$ cat src/rtl/spi_log_pkg.sv
// Shared definitions for the SPI read logger: opcodes, FSM encodings and the nibble-to-ASCII helper.
package spi_log_pkg;

   localparam logic [7:0] OP_READ      = 8'h03;
   localparam logic [7:0] OP_FAST_READ = 8'h0B;

   typedef enum logic [2:0] {
      DecIdle,
      DecCmd,
      DecAddr,
      DecDummy,
      DecData,
      DecIgnore
   } dec_state_e;

   typedef enum logic {
      FmtIdle,
      FmtEmit
   } fmt_state_e;

   // Uppercase hex: 'A' is 8'h37 + 10.
   function automatic logic [7:0] hex_char(input logic [3:0] nib);
      return (nib < 4'd10) ? (8'h30 + {4'h0, nib}) : (8'h37 + {4'h0, nib});
   endfunction

endpackage

$ cat src/rtl/spi_log_fifo.sv
// Register FIFO holding completed read records; show-ahead read port, same-cycle push and pop.
module spi_log_fifo #(
   parameter int unsigned WIDTH = 8,
   parameter int unsigned DEPTH = 8
) (
   input  logic             mclk,
   input  logic             reset_n,
   input  logic             push,
   input  logic [WIDTH-1:0] push_data,
   input  logic             pop,
   output logic [WIDTH-1:0] pop_data,
   output logic             full,
   output logic             empty
);

   localparam int unsigned PTR_W = $clog2(DEPTH);
   localparam int unsigned OCC_W = $clog2(DEPTH + 1);

   logic [WIDTH-1:0] mem_q [DEPTH];
   logic [PTR_W-1:0] wr_ptr_q, rd_ptr_q;
   logic [OCC_W-1:0] count_q;
   logic             do_push, do_pop;

   // Full is judged on pre-pop occupancy, so a push into a full queue is dropped even if it pops.
   assign do_push  = push && !full;
   assign do_pop   = pop && !empty;
   assign full     = (count_q == OCC_W'(DEPTH));
   assign empty    = (count_q == '0);
   assign pop_data = mem_q[rd_ptr_q];

   always_ff @(posedge mclk or negedge reset_n) begin
      if (!reset_n) begin
         wr_ptr_q <= '0;
         rd_ptr_q <= '0;
         count_q  <= '0;
      end else begin
         if (do_push) wr_ptr_q <= wr_ptr_q + PTR_W'(1);
         if (do_pop)  rd_ptr_q <= rd_ptr_q + PTR_W'(1);
         case ({do_push, do_pop})
            2'b10:   count_q <= count_q + OCC_W'(1);
            2'b01:   count_q <= count_q - OCC_W'(1);
            default: count_q <= count_q;
         endcase
      end
   end

   always_ff @(posedge mclk) begin
      if (do_push) mem_q[wr_ptr_q] <= push_data;
   end

endmodule

$ cat src/rtl/spi_read_logger.sv
// SPI-flash READ/FAST_READ monitor: tracks the live read address and logs "CC AAAAAA NNNN\r\n" per read.
// Optional address-window filter enabled by defining SPI_LOG_FILTER_EN.
module spi_read_logger
   import spi_log_pkg::*;
#(
   parameter int unsigned ADDR_BYTES = 3,
   parameter int unsigned CNT_W      = 16,
   parameter int unsigned FIFO_DEPTH = 8,
   parameter int unsigned CS_SYNC    = 3
) (
   input  logic                    mclk,
   input  logic                    reset_n,
   input  logic                    spi_cs,
   input  logic                    rx_strobe,
   input  logic [7:0]              rx_data,
`ifdef SPI_LOG_FILTER_EN
   input  logic [8*ADDR_BYTES-1:0] filt_lo,
   input  logic [8*ADDR_BYTES-1:0] filt_hi,
`endif
   output logic [8*ADDR_BYTES-1:0] read_addr,
   output logic                    read_active,
   output logic [7:0]              log_data,
   output logic                    log_valid,
   input  logic                    log_ready,
   output logic                    overflow
);

   localparam int unsigned AW       = 8 * ADDR_BYTES;
   localparam int unsigned REC_W    = 8 + AW + CNT_W;
   localparam int unsigned POS_ADDR = 3;
   localparam int unsigned POS_SP2  = POS_ADDR + 2 * ADDR_BYTES;
   localparam int unsigned POS_CR   = POS_SP2 + 1 + CNT_W / 4;
   localparam int unsigned NCH      = POS_CR + 2;
   localparam int unsigned IDX_W    = $clog2(NCH);

   // ---------------- reset and CS synchronisers ----------------
   logic [1:0]         rst_sync_q;
   logic               rst_n;
   logic [CS_SYNC-1:0] cs_sync_q;
   logic               cs_fall, cs_rise;

   always_ff @(posedge mclk or negedge reset_n) begin
      if (!reset_n) rst_sync_q <= '0;
      else          rst_sync_q <= {rst_sync_q[0], 1'b1};
   end
   assign rst_n = rst_sync_q[1];

   // Reset to the idle (high) level so leaving reset never fakes a CS edge.
   always_ff @(posedge mclk or negedge rst_n) begin
      if (!rst_n) cs_sync_q <= '1;
      else        cs_sync_q <= {cs_sync_q[CS_SYNC-2:0], spi_cs};
   end
   assign cs_fall = cs_sync_q[CS_SYNC-1] && !cs_sync_q[CS_SYNC-2];
   assign cs_rise = !cs_sync_q[CS_SYNC-1] && cs_sync_q[CS_SYNC-2];

   // ---------------- decoder ----------------
   dec_state_e       dec_q, dec_s;
   logic [7:0]       cmd_q, cmd_s;
   logic             fast_q, fast_s;
   logic [2:0]       idx_q, idx_s;
   logic [AW-1:0]    addr_q, addr_s, start_q, start_s, read_addr_q, rd_s;
   logic [CNT_W-1:0] cnt_q, cnt_s;
   logic             read_active_q, overflow_q;
   logic             in_range, push;
   logic [REC_W-1:0] fifo_rdata;
   logic             fifo_full, fifo_empty, fifo_pop;

   // Effect of this cycle's strobe; CS edges are layered on top of it in the register block.
   always_comb begin
      dec_s   = dec_q;
      cmd_s   = cmd_q;
      fast_s  = fast_q;
      idx_s   = idx_q;
      addr_s  = addr_q;
      start_s = start_q;
      cnt_s   = cnt_q;
      rd_s    = read_addr_q;
      if (rx_strobe) begin
         unique case (dec_q)
            DecCmd: begin
               cmd_s = rx_data;
               if (rx_data == OP_READ || rx_data == OP_FAST_READ) begin
                  dec_s  = DecAddr;
                  fast_s = (rx_data == OP_FAST_READ);
               end else begin
                  dec_s = DecIgnore;
               end
            end
            DecAddr: begin
               addr_s = {addr_q[AW-9:0], rx_data};
               if (idx_q == 3'(ADDR_BYTES - 1)) begin
                  dec_s   = fast_q ? DecDummy : DecData;
                  start_s = addr_s;
                  rd_s    = addr_s;
               end else begin
                  idx_s = idx_q + 3'd1;
               end
            end
            DecDummy: dec_s = DecData;
            DecData: begin
               rd_s = read_addr_q + AW'(1);
               if (cnt_q != '1) cnt_s = cnt_q + CNT_W'(1);
            end
            default: ;
         endcase
      end
   end

`ifdef SPI_LOG_FILTER_EN
   assign in_range = (start_s >= filt_lo) && (start_s <= filt_hi);
`else
   assign in_range = 1'b1;
`endif

   assign push = cs_rise && (dec_s == DecData) && in_range;

   always_ff @(posedge mclk or negedge rst_n) begin
      if (!rst_n) begin
         dec_q         <= DecIdle;
         cmd_q         <= '0;
         fast_q        <= 1'b0;
         idx_q         <= '0;
         addr_q        <= '0;
         start_q       <= '0;
         cnt_q         <= '0;
         read_addr_q   <= '0;
         read_active_q <= 1'b0;
         overflow_q    <= 1'b0;
      end else begin
         cmd_q       <= cmd_s;
         fast_q      <= fast_s;
         start_q     <= start_s;
         read_addr_q <= rd_s;
         if (cs_fall) begin
            dec_q         <= DecCmd;
            idx_q         <= '0;
            addr_q        <= '0;
            cnt_q         <= '0;
            read_active_q <= 1'b0;
         end else begin
            dec_q         <= cs_rise ? DecIdle : dec_s;
            idx_q         <= idx_s;
            addr_q        <= addr_s;
            cnt_q         <= cnt_s;
            read_active_q <= !cs_rise && (dec_s == DecData);
         end
         if (push && fifo_full) overflow_q <= 1'b1;
      end
   end

   spi_log_fifo #(
      .WIDTH (REC_W),
      .DEPTH (FIFO_DEPTH)
   ) u_fifo (
      .mclk      (mclk),
      .reset_n   (rst_n),
      .push      (push),
      .push_data ({cmd_s, start_s, cnt_s}),
      .pop       (fifo_pop),
      .pop_data  (fifo_rdata),
      .full      (fifo_full),
      .empty     (fifo_empty)
   );

   // ---------------- formatter ----------------
   fmt_state_e       fmt_q;
   logic [IDX_W-1:0] cidx_q;
   logic [7:0]       log_data_q;
   logic             log_valid_q;
   logic             last_char;

   function automatic logic [7:0] fmt_char(input logic [REC_W-1:0] rec, input int unsigned pos);
      logic [7:0]       cmd;
      logic [AW-1:0]    addr;
      logic [CNT_W-1:0] cnt;
      logic [7:0]       ch;
      {cmd, addr, cnt} = rec;
      if (pos < 2)             ch = hex_char(4'(cmd >> (4 * (1 - pos))));
      else if (pos < POS_ADDR) ch = 8'h20;
      else if (pos < POS_SP2)  ch = hex_char(4'(addr >> (4 * (POS_SP2 - 1 - pos))));
      else if (pos == POS_SP2) ch = 8'h20;
      else if (pos < POS_CR)   ch = hex_char(4'(cnt >> (4 * (POS_CR - 1 - pos))));
      else if (pos == POS_CR)  ch = 8'h0D;
      else                     ch = 8'h0A;
      return ch;
   endfunction

   // The head record stays in the queue until its last char is accepted, so it still counts as
   // occupancy while being printed.
   assign last_char = (cidx_q == IDX_W'(NCH - 1));
   assign fifo_pop  = (fmt_q == FmtEmit) && log_ready && last_char;

   always_ff @(posedge mclk or negedge rst_n) begin
      if (!rst_n) begin
         fmt_q       <= FmtIdle;
         cidx_q      <= '0;
         log_data_q  <= '0;
         log_valid_q <= 1'b0;
      end else begin
         unique case (fmt_q)
            FmtIdle: begin
               if (!fifo_empty) begin
                  fmt_q       <= FmtEmit;
                  cidx_q      <= '0;
                  log_data_q  <= fmt_char(fifo_rdata, 0);
                  log_valid_q <= 1'b1;
               end
            end
            FmtEmit: begin
               if (log_ready) begin
                  if (last_char) begin
                     fmt_q       <= FmtIdle;
                     log_valid_q <= 1'b0;
                  end else begin
                     cidx_q     <= cidx_q + IDX_W'(1);
                     log_data_q <= fmt_char(fifo_rdata, 32'(cidx_q) + 32'd1);
                  end
               end
            end
            default: fmt_q <= FmtIdle;
         endcase
      end
   end

   assign read_addr   = read_addr_q;
   assign read_active = read_active_q;
   assign log_data    = log_data_q;
   assign log_valid   = log_valid_q;
   assign overflow    = overflow_q;

endmodule

$ cat config.mk
export PLATFORM = sky130hd
export DESIGN_NAME = spi_read_logger
export DESIGN_NICKNAME = d
export VERILOG_FILES = /design/src/rtl/spi_log_pkg.sv /design/src/rtl/spi_log_fifo.sv /design/src/rtl/spi_read_logger.sv
export SDC_FILE = /design/constraint.sdc
export NUM_CORES = 1
export LEC_CHECK = 0
export ABC_AREA = 0
export CORE_ASPECT_RATIO = 1.1
export CORE_UTILIZATION = 35
export CTS_BUF_LIST = sky130_fd_sc_hd__clkbuf_16
export CTS_CLUSTER_DIAMETER = 150
export DETAILED_ROUTE_END_ITERATION = 7
export DONT_BUFFER_PORTS = 1
export GPL_TIMING_DRIVEN = 0
export PLACE_DENSITY_LB_ADDON = 0.25
export SLEW_MARGIN = 20
export SYNTH_ARGS = -nofsm -noshare
export SYNTH_HDL_FRONTEND = slang
export SYNTH_HIERARCHICAL = 1
export SYNTH_SLANG_ARGS = --single-unit
$ cat constraint.sdc
create_clock -name mclk -period 11.18 [get_ports mclk]
set_input_delay 2.795 -clock mclk [delete_from_list [all_inputs] [get_ports mclk]]
set_output_delay 2.795 -clock mclk [all_outputs]
set_load 0.005 [all_outputs]
==> report_table.html <==
<table>
<tr><th>Metric</th><th>Value</th></tr>
<tr><th colspan="2">Status</th></tr>
<tr><td>Outcome</td><td>finished clean</td></tr>
<tr><th colspan="2">Worst setup path</th></tr>
<tr><td>Delay-heaviest family, CP</td><td>simple AND/OR/NAND/NOR gates</td></tr>
<tr><td>Crit path buf inv count</td><td>3</td></tr>
<tr><td>Critical path peak fanout</td><td>9</td></tr>
<tr><td>Setup crit end kind</td><td>register</td></tr>
<tr><td>Category of the worst setup path launch point</td><td>input port</td></tr>
<tr><td>Required time of the critical path</td><td>11.49 ns</td></tr>
<tr><td>Setup Crit Path Kind</td><td>input port to register</td></tr>
<tr><td>Peak per-stage delay on the critical path</td><td>0.68 ns</td></tr>
<tr><td>Arrival time at the worst endpoint</td><td>5.76 ns</td></tr>
<tr><td>Cell with the largest stage delay on the worst path</td><td>sky130_fd_sc_hd__nor3_2</td></tr>
<tr><td>Ordered list of cells on the worst path</td><td>nor2b_1 &gt; o21ai_0 &gt; o21a_1 &gt; nor3_2 &gt; nand3b_1 &gt; nor3_2 &gt; buf_4 &gt; buf_6 &gt; buf_4</td></tr>
<tr><th colspan="2">CTS</th></tr>
<tr><td>TritonCTS clock tree</td><td>yes</td></tr>
<tr><td>Clock transition time at the flip-flop clock pins of the worst setup and hold paths</td><td>0.06 ns</td></tr>
<tr><td>CTS resizes</td><td>0</td></tr>
<tr><td>CTS Root Buffer Type</td><td>sky130_fd_sc_hd__clkbuf_16</td></tr>
<tr><td>Maximum buffer depth of the clock tree</td><td>3</td></tr>
<tr><td>Post-CTS setup buffer count</td><td>0</td></tr>
<tr><td>TritonCTS sink count</td><td>509</td></tr>
<tr><td>Max H-tree Level</td><td>2</td></tr>
<tr><td>Hold Buf Count CTS</td><td>0</td></tr>
<tr><td>Clock latency on the worst-skew pair</td><td>0.61 ns</td></tr>
<tr><td>Total CTS buffers</td><td>53</td></tr>
<tr><th colspan="2">Timing</th></tr>
<tr><td>Worst hold margin</td><td>0.320 ns</td></tr>
<tr><td>Number of endpoints with negative hold slack in the final report</td><td>0</td></tr>
<tr><td>Final worst clock skew</td><td>0.0250 ns</td></tr>
<tr><td>Total setup violations reported at the end of the flow</td><td>0</td></tr>
<tr><td>RSZ-0062 raised after global routing</td><td>no</td></tr>
<tr><td>Number of slew-limit violations in the final report</td><td>0</td></tr>
<tr><td>Shortest clock period the worst path allows after layout</td><td>5.45 ns</td></tr>
<tr><td>Max frequency</td><td>0.183 GHz</td></tr>
<tr><td>Relative slew slack</td><td>31.3%</td></tr>
<tr><td>Pin slew with the least headroom to its limit</td><td>1.02 ns</td></tr>
<tr><td>Post-route clock period utilization</td><td>48.8%</td></tr>
<tr><th colspan="2">Power</th></tr>
<tr><td>Share of total power in combinational logic</td><td>22.9%</td></tr>
<tr><td>Internal power contribution</td><td>3.76 mW</td></tr>
<tr><td>Share of total power in sequential cells</td><td>42.2%</td></tr>
<tr><td>Cell area power density</td><td>208 nW/µm²</td></tr>
<tr><td>Part of the total power dissipated in the clock network</td><td>34.9%</td></tr>
<tr><td>Sw Pwr</td><td>1.50 mW</td></tr>
<tr><td>Reported leakage power</td><td>8.41 nW</td></tr>
<tr><td>Largest voltage drop on the vdd net</td><td>100 µV</td></tr>
<tr><td>Total Power Consumption</td><td>5.26 mW</td></tr>
<tr><td>Sw Ratio</td><td>28.4%</td></tr>
<tr><th colspan="2">Global route</th></tr>
<tr><td>First-pass GRT wire length</td><td>77,700 µm</td></tr>
<tr><td>Remaining global-route overflow</td><td>0</td></tr>
<tr><td>Total track usage</td><td>16.5%</td></tr>
<tr><td>Vias in the first global route</td><td>12,473</td></tr>
<tr><td>Antenna violations before repair</td><td>0</td></tr>
<tr><td>Largest net degree at the start of global routing</td><td>55</td></tr>
<tr><th colspan="2">Cells and area</th></tr>
<tr><td>Commonest cells after routing, fill and taps aside</td><td>384 x sky130_fd_sc_hd__edfxtp_1, 178 x sky130_fd_sc_hd__nand2_1, 121 x sky130_fd_sc_hd__dfrtp_1</td></tr>
<tr><td>Finished Core Util</td><td>41.2%</td></tr>
<tr><td>Number of standard cells in the final layout excluding fillers</td><td>2,335</td></tr>
<tr><td>Fraction of final layout cells with drive strength greater than 1</td><td>21.4%</td></tr>
<tr><td>Final Net Count</td><td>1,503</td></tr>
<tr><td>Synthesis-to-layout area growth</td><td>16.0%</td></tr>
<tr><td>Fin area</td><td>25,200 µm²</td></tr>
<tr><td>Most common library cell in the layout ignoring fill and taps</td><td>sky130_fd_sc_hd__edfxtp_1</td></tr>
<tr><th colspan="2">Synth</th></tr>
<tr><td>Share of the synthesized area in the top cell type</td><td>53.0%</td></tr>
<tr><td>Syn_nets</td><td>1,416</td></tr>
<tr><td>Synthesized netlist cell count</td><td>1,382</td></tr>
<tr><td>Synthesized cell area</td><td>21,800 µm²</td></tr>
<tr><td>Number of enable-type register cells in the synthesized netlist</td><td>384</td></tr>
<tr><td>Top flip-flop cell by instance count after synthesis</td><td>sky130_fd_sc_hd__edfxtp_1</td></tr>
<tr><td>Yosys cell types</td><td>77</td></tr>
<tr><td>Ranking of synthesized cells by area</td><td>sky130_fd_sc_hd__edfxtp_1 53%, sky130_fd_sc_hd__dfrtp_1 14%, sky130_fd_sc_hd__mux4_2 10%</td></tr>
<tr><td>Cell type with the largest total area after synthesis</td><td>sky130_fd_sc_hd__edfxtp_1</td></tr>
<tr><td>Synth warnings</td><td>6</td></tr>
<tr><td>Part of the Yosys area used for sequential elements</td><td>67.4%</td></tr>
<tr><td>Yosys reg bits</td><td>509</td></tr>
<tr><td>Syn_area_per_cell</td><td>15.7 µm²</td></tr>
<tr><td>Ys async rst share</td><td>24.6%</td></tr>
<tr><th colspan="2">Die</th></tr>
<tr><td>Die extent in y</td><td>263 µm</td></tr>
<tr><td>Die X</td><td>240 µm</td></tr>
<tr><td>Initial standard-cell utilization of the core</td><td>35.5%</td></tr>
<tr><td>Core Box Area</td><td>61,200 µm²</td></tr>
<tr><td>Total I/O pin count</td><td>48</td></tr>
<tr><td>Num rows</td><td>95</td></tr>
<tr><td>Area enclosed by the die boundary</td><td>63,100 µm²</td></tr>
<tr><th colspan="2">Flow run</th></tr>
<tr><td>Max Cap Violations</td><td>0</td></tr>
<tr><th colspan="2">Drt</th></tr>
<tr><td>TritonRoute pass-1 iters</td><td>5</td></tr>
<tr><td>Number of remaining DRC errors</td><td>0</td></tr>
<tr><td>Uppermost signal routing layer after detailed routing</td><td>met4</td></tr>
<tr><td>Vias post-DR</td><td>12,259</td></tr>
<tr><td>Met3 routed wirelength</td><td>2650 µm</td></tr>
<tr><td>Detail Route Antenna Nets</td><td>0</td></tr>
<tr><td>Met1 wire length</td><td>23,100 µm</td></tr>
<tr><td>Sum of routed wire length over all layers</td><td>51,100 µm</td></tr>
<tr><td>Detailed-route vias per instance</td><td>5.25</td></tr>
<tr><td>Total met2 wirelength after detailed routing</td><td>24,500 µm</td></tr>
<tr><td>Violation count after the first detailed-route iteration</td><td>817</td></tr>
<tr><td>Routed len/inst</td><td>21.9 µm</td></tr>
<tr><th colspan="2">Place</th></tr>
<tr><td>Post-DP HPWL</td><td>35,000 µm</td></tr>
<tr><td>Weighted congestion at the end of routability-driven global placement</td><td>0.867</td></tr>
<tr><td>Count of buffers inserted at the top-level ports</td><td>0</td></tr>
<tr><td>Post-placement cell count</td><td>2,238</td></tr>
<tr><td>Placed standard-cell area</td><td>23,400 µm²</td></tr>
<tr><th colspan="2">Min path</th></tr>
<tr><td>Worst Hold Class</td><td>register to async pin</td></tr>
</table>
-- synth_stat cells (4+ instances only) --
library cell / number
sky130_fd_sc_hd__edfxtp_1: 384
sky130_fd_sc_hd__nand2_1: 178
sky130_fd_sc_hd__dfrtp_1: 122
sky130_fd_sc_hd__mux4_2: 101
sky130_fd_sc_hd__a21oi_1: 86
sky130_fd_sc_hd__o21ai_0: 53
sky130_fd_sc_hd__mux2_2: 42
sky130_fd_sc_hd__nor2_1: 40
sky130_fd_sc_hd__clkbuf_1: 39
sky130_fd_sc_hd__nand3_1: 32
sky130_fd_sc_hd__inv_1: 25
sky130_fd_sc_hd__mux2_4: 21
sky130_fd_sc_hd__ha_1: 20
sky130_fd_sc_hd__and3_1: 16
sky130_fd_sc_hd__xnor2_1: 16
sky130_fd_sc_hd__buf_2: 15
sky130_fd_sc_hd__o22ai_1: 15
sky130_fd_sc_hd__a21boi_0: 13
sky130_fd_sc_hd__xor2_1: 13
sky130_fd_sc_hd__mux2i_1: 12
sky130_fd_sc_hd__nand2b_1: 11
sky130_fd_sc_hd__nor3_1: 10
sky130_fd_sc_hd__nor2b_1: 7
sky130_fd_sc_hd__buf_4: 6
sky130_fd_sc_hd__o211ai_1: 6
sky130_fd_sc_hd__nand4_1: 5
sky130_fd_sc_hd__nor3b_1: 5
sky130_fd_sc_hd__a32oi_1: 4
sky130_fd_sc_hd__and4_1: 4
sky130_fd_sc_hd__o21a_1: 4
-- cell families (layout without fill, tap and decap cells) --
| logic type | after synthesis | in the layout | share of synthesized area, % |
|---|---|---|---|
| other | 2 | 3 | 0.0345 |
| AO/OA/AOI/OAI | 219 | 219 | 6.21 |
| multiplexers | 178 | 178 | 14.7 |
| flip-flops | 509 | 509 | 67.4 |
| buffers and inverters | 94 | 222 | 2.13 |
| XOR/XNOR | 29 | 29 | 1.17 |
| adder cells (fa/ha/maj) | 22 | 22 | 1.29 |
| AND/OR/NAND/NOR | 329 | 329 | 7.02 |
-- metal layers --
metal	track usage (%)	vias up
met5	0	-
met4	4.68	0
met3	2.68	62
met2	26.5	331
met1	23.0	6351
li1	-	5515
-- sequential cells by signal, summed over array words and instances (netlist names) --
register / cells
addr_q: 16
cidx_q: 4
cmd_q: 8
cnt_q: 16
cs_sync_q: 3
dec_q: 3
fast_q: 1
fmt_q: 1
idx_q: 3
log_data: 7
log_valid: 1
overflow: 1
read_active: 1
read_addr: 24
rst_sync_q: 2
start_q: 24
u_fifo/count_q: 4
u_fifo/mem_q: 384
u_fifo/rd_ptr_q: 3
u_fifo/wr_ptr_q: 3
-- final cells by class --
type	count	area, µm²
Buffer	67	363
Multi-Input combinational cell	779	6680
Inverter	27	101
Timing Repair Buffer	32	566
Sequential cell	509	14700
Fill cell	5491	36000
Clock buffer	54	1350
Clock inverter	42	460
Tap cell	824	1030
Antenna cell	1	2.50
-- power by group through the flow --
stage | logic (mW) | registers (mW) | clock network [mW]
finish | 1.21 | 2.22 | 1.84
global route | 1.32 | 2.23 | 1.95
CTS | 1.22 | 2.22 | 1.88
detailed placement | 1.21 | 2.26 | 0
global placement | 1.18 | 2.26 | 0
floorplan | 0.903 | 2.23 | 0
-- path summary, 6_finish.rpt --
kind	start	endpoint	slack, ns	cells past startpoint
max	rx_strobe	u_fifo/mem_q[0][35]	5.73	9
min	rst_sync_q[1]	read_active	0.32	0
max reg2reg	u_fifo/rd_ptr_q[1]	log_data[1]	7.00	15
min reg2reg	rst_sync_q[1]	read_active	0.32	0
max in group asynchronous	reset_n	rst_sync_q[1]	9.23	0
min in group mclk	rst_sync_q[0]	rst_sync_q[1]	0.35	0
-- metrics by stage --
stage	worst slack (ns)	TNS [ns]
finish	5.73	0
global route	5.56	0
CTS	5.77	0
detailed placement	5.14	0
global placement	-1.04	-96.55
floorplan	3.60	0
Power figures use the tool's default switching activity.
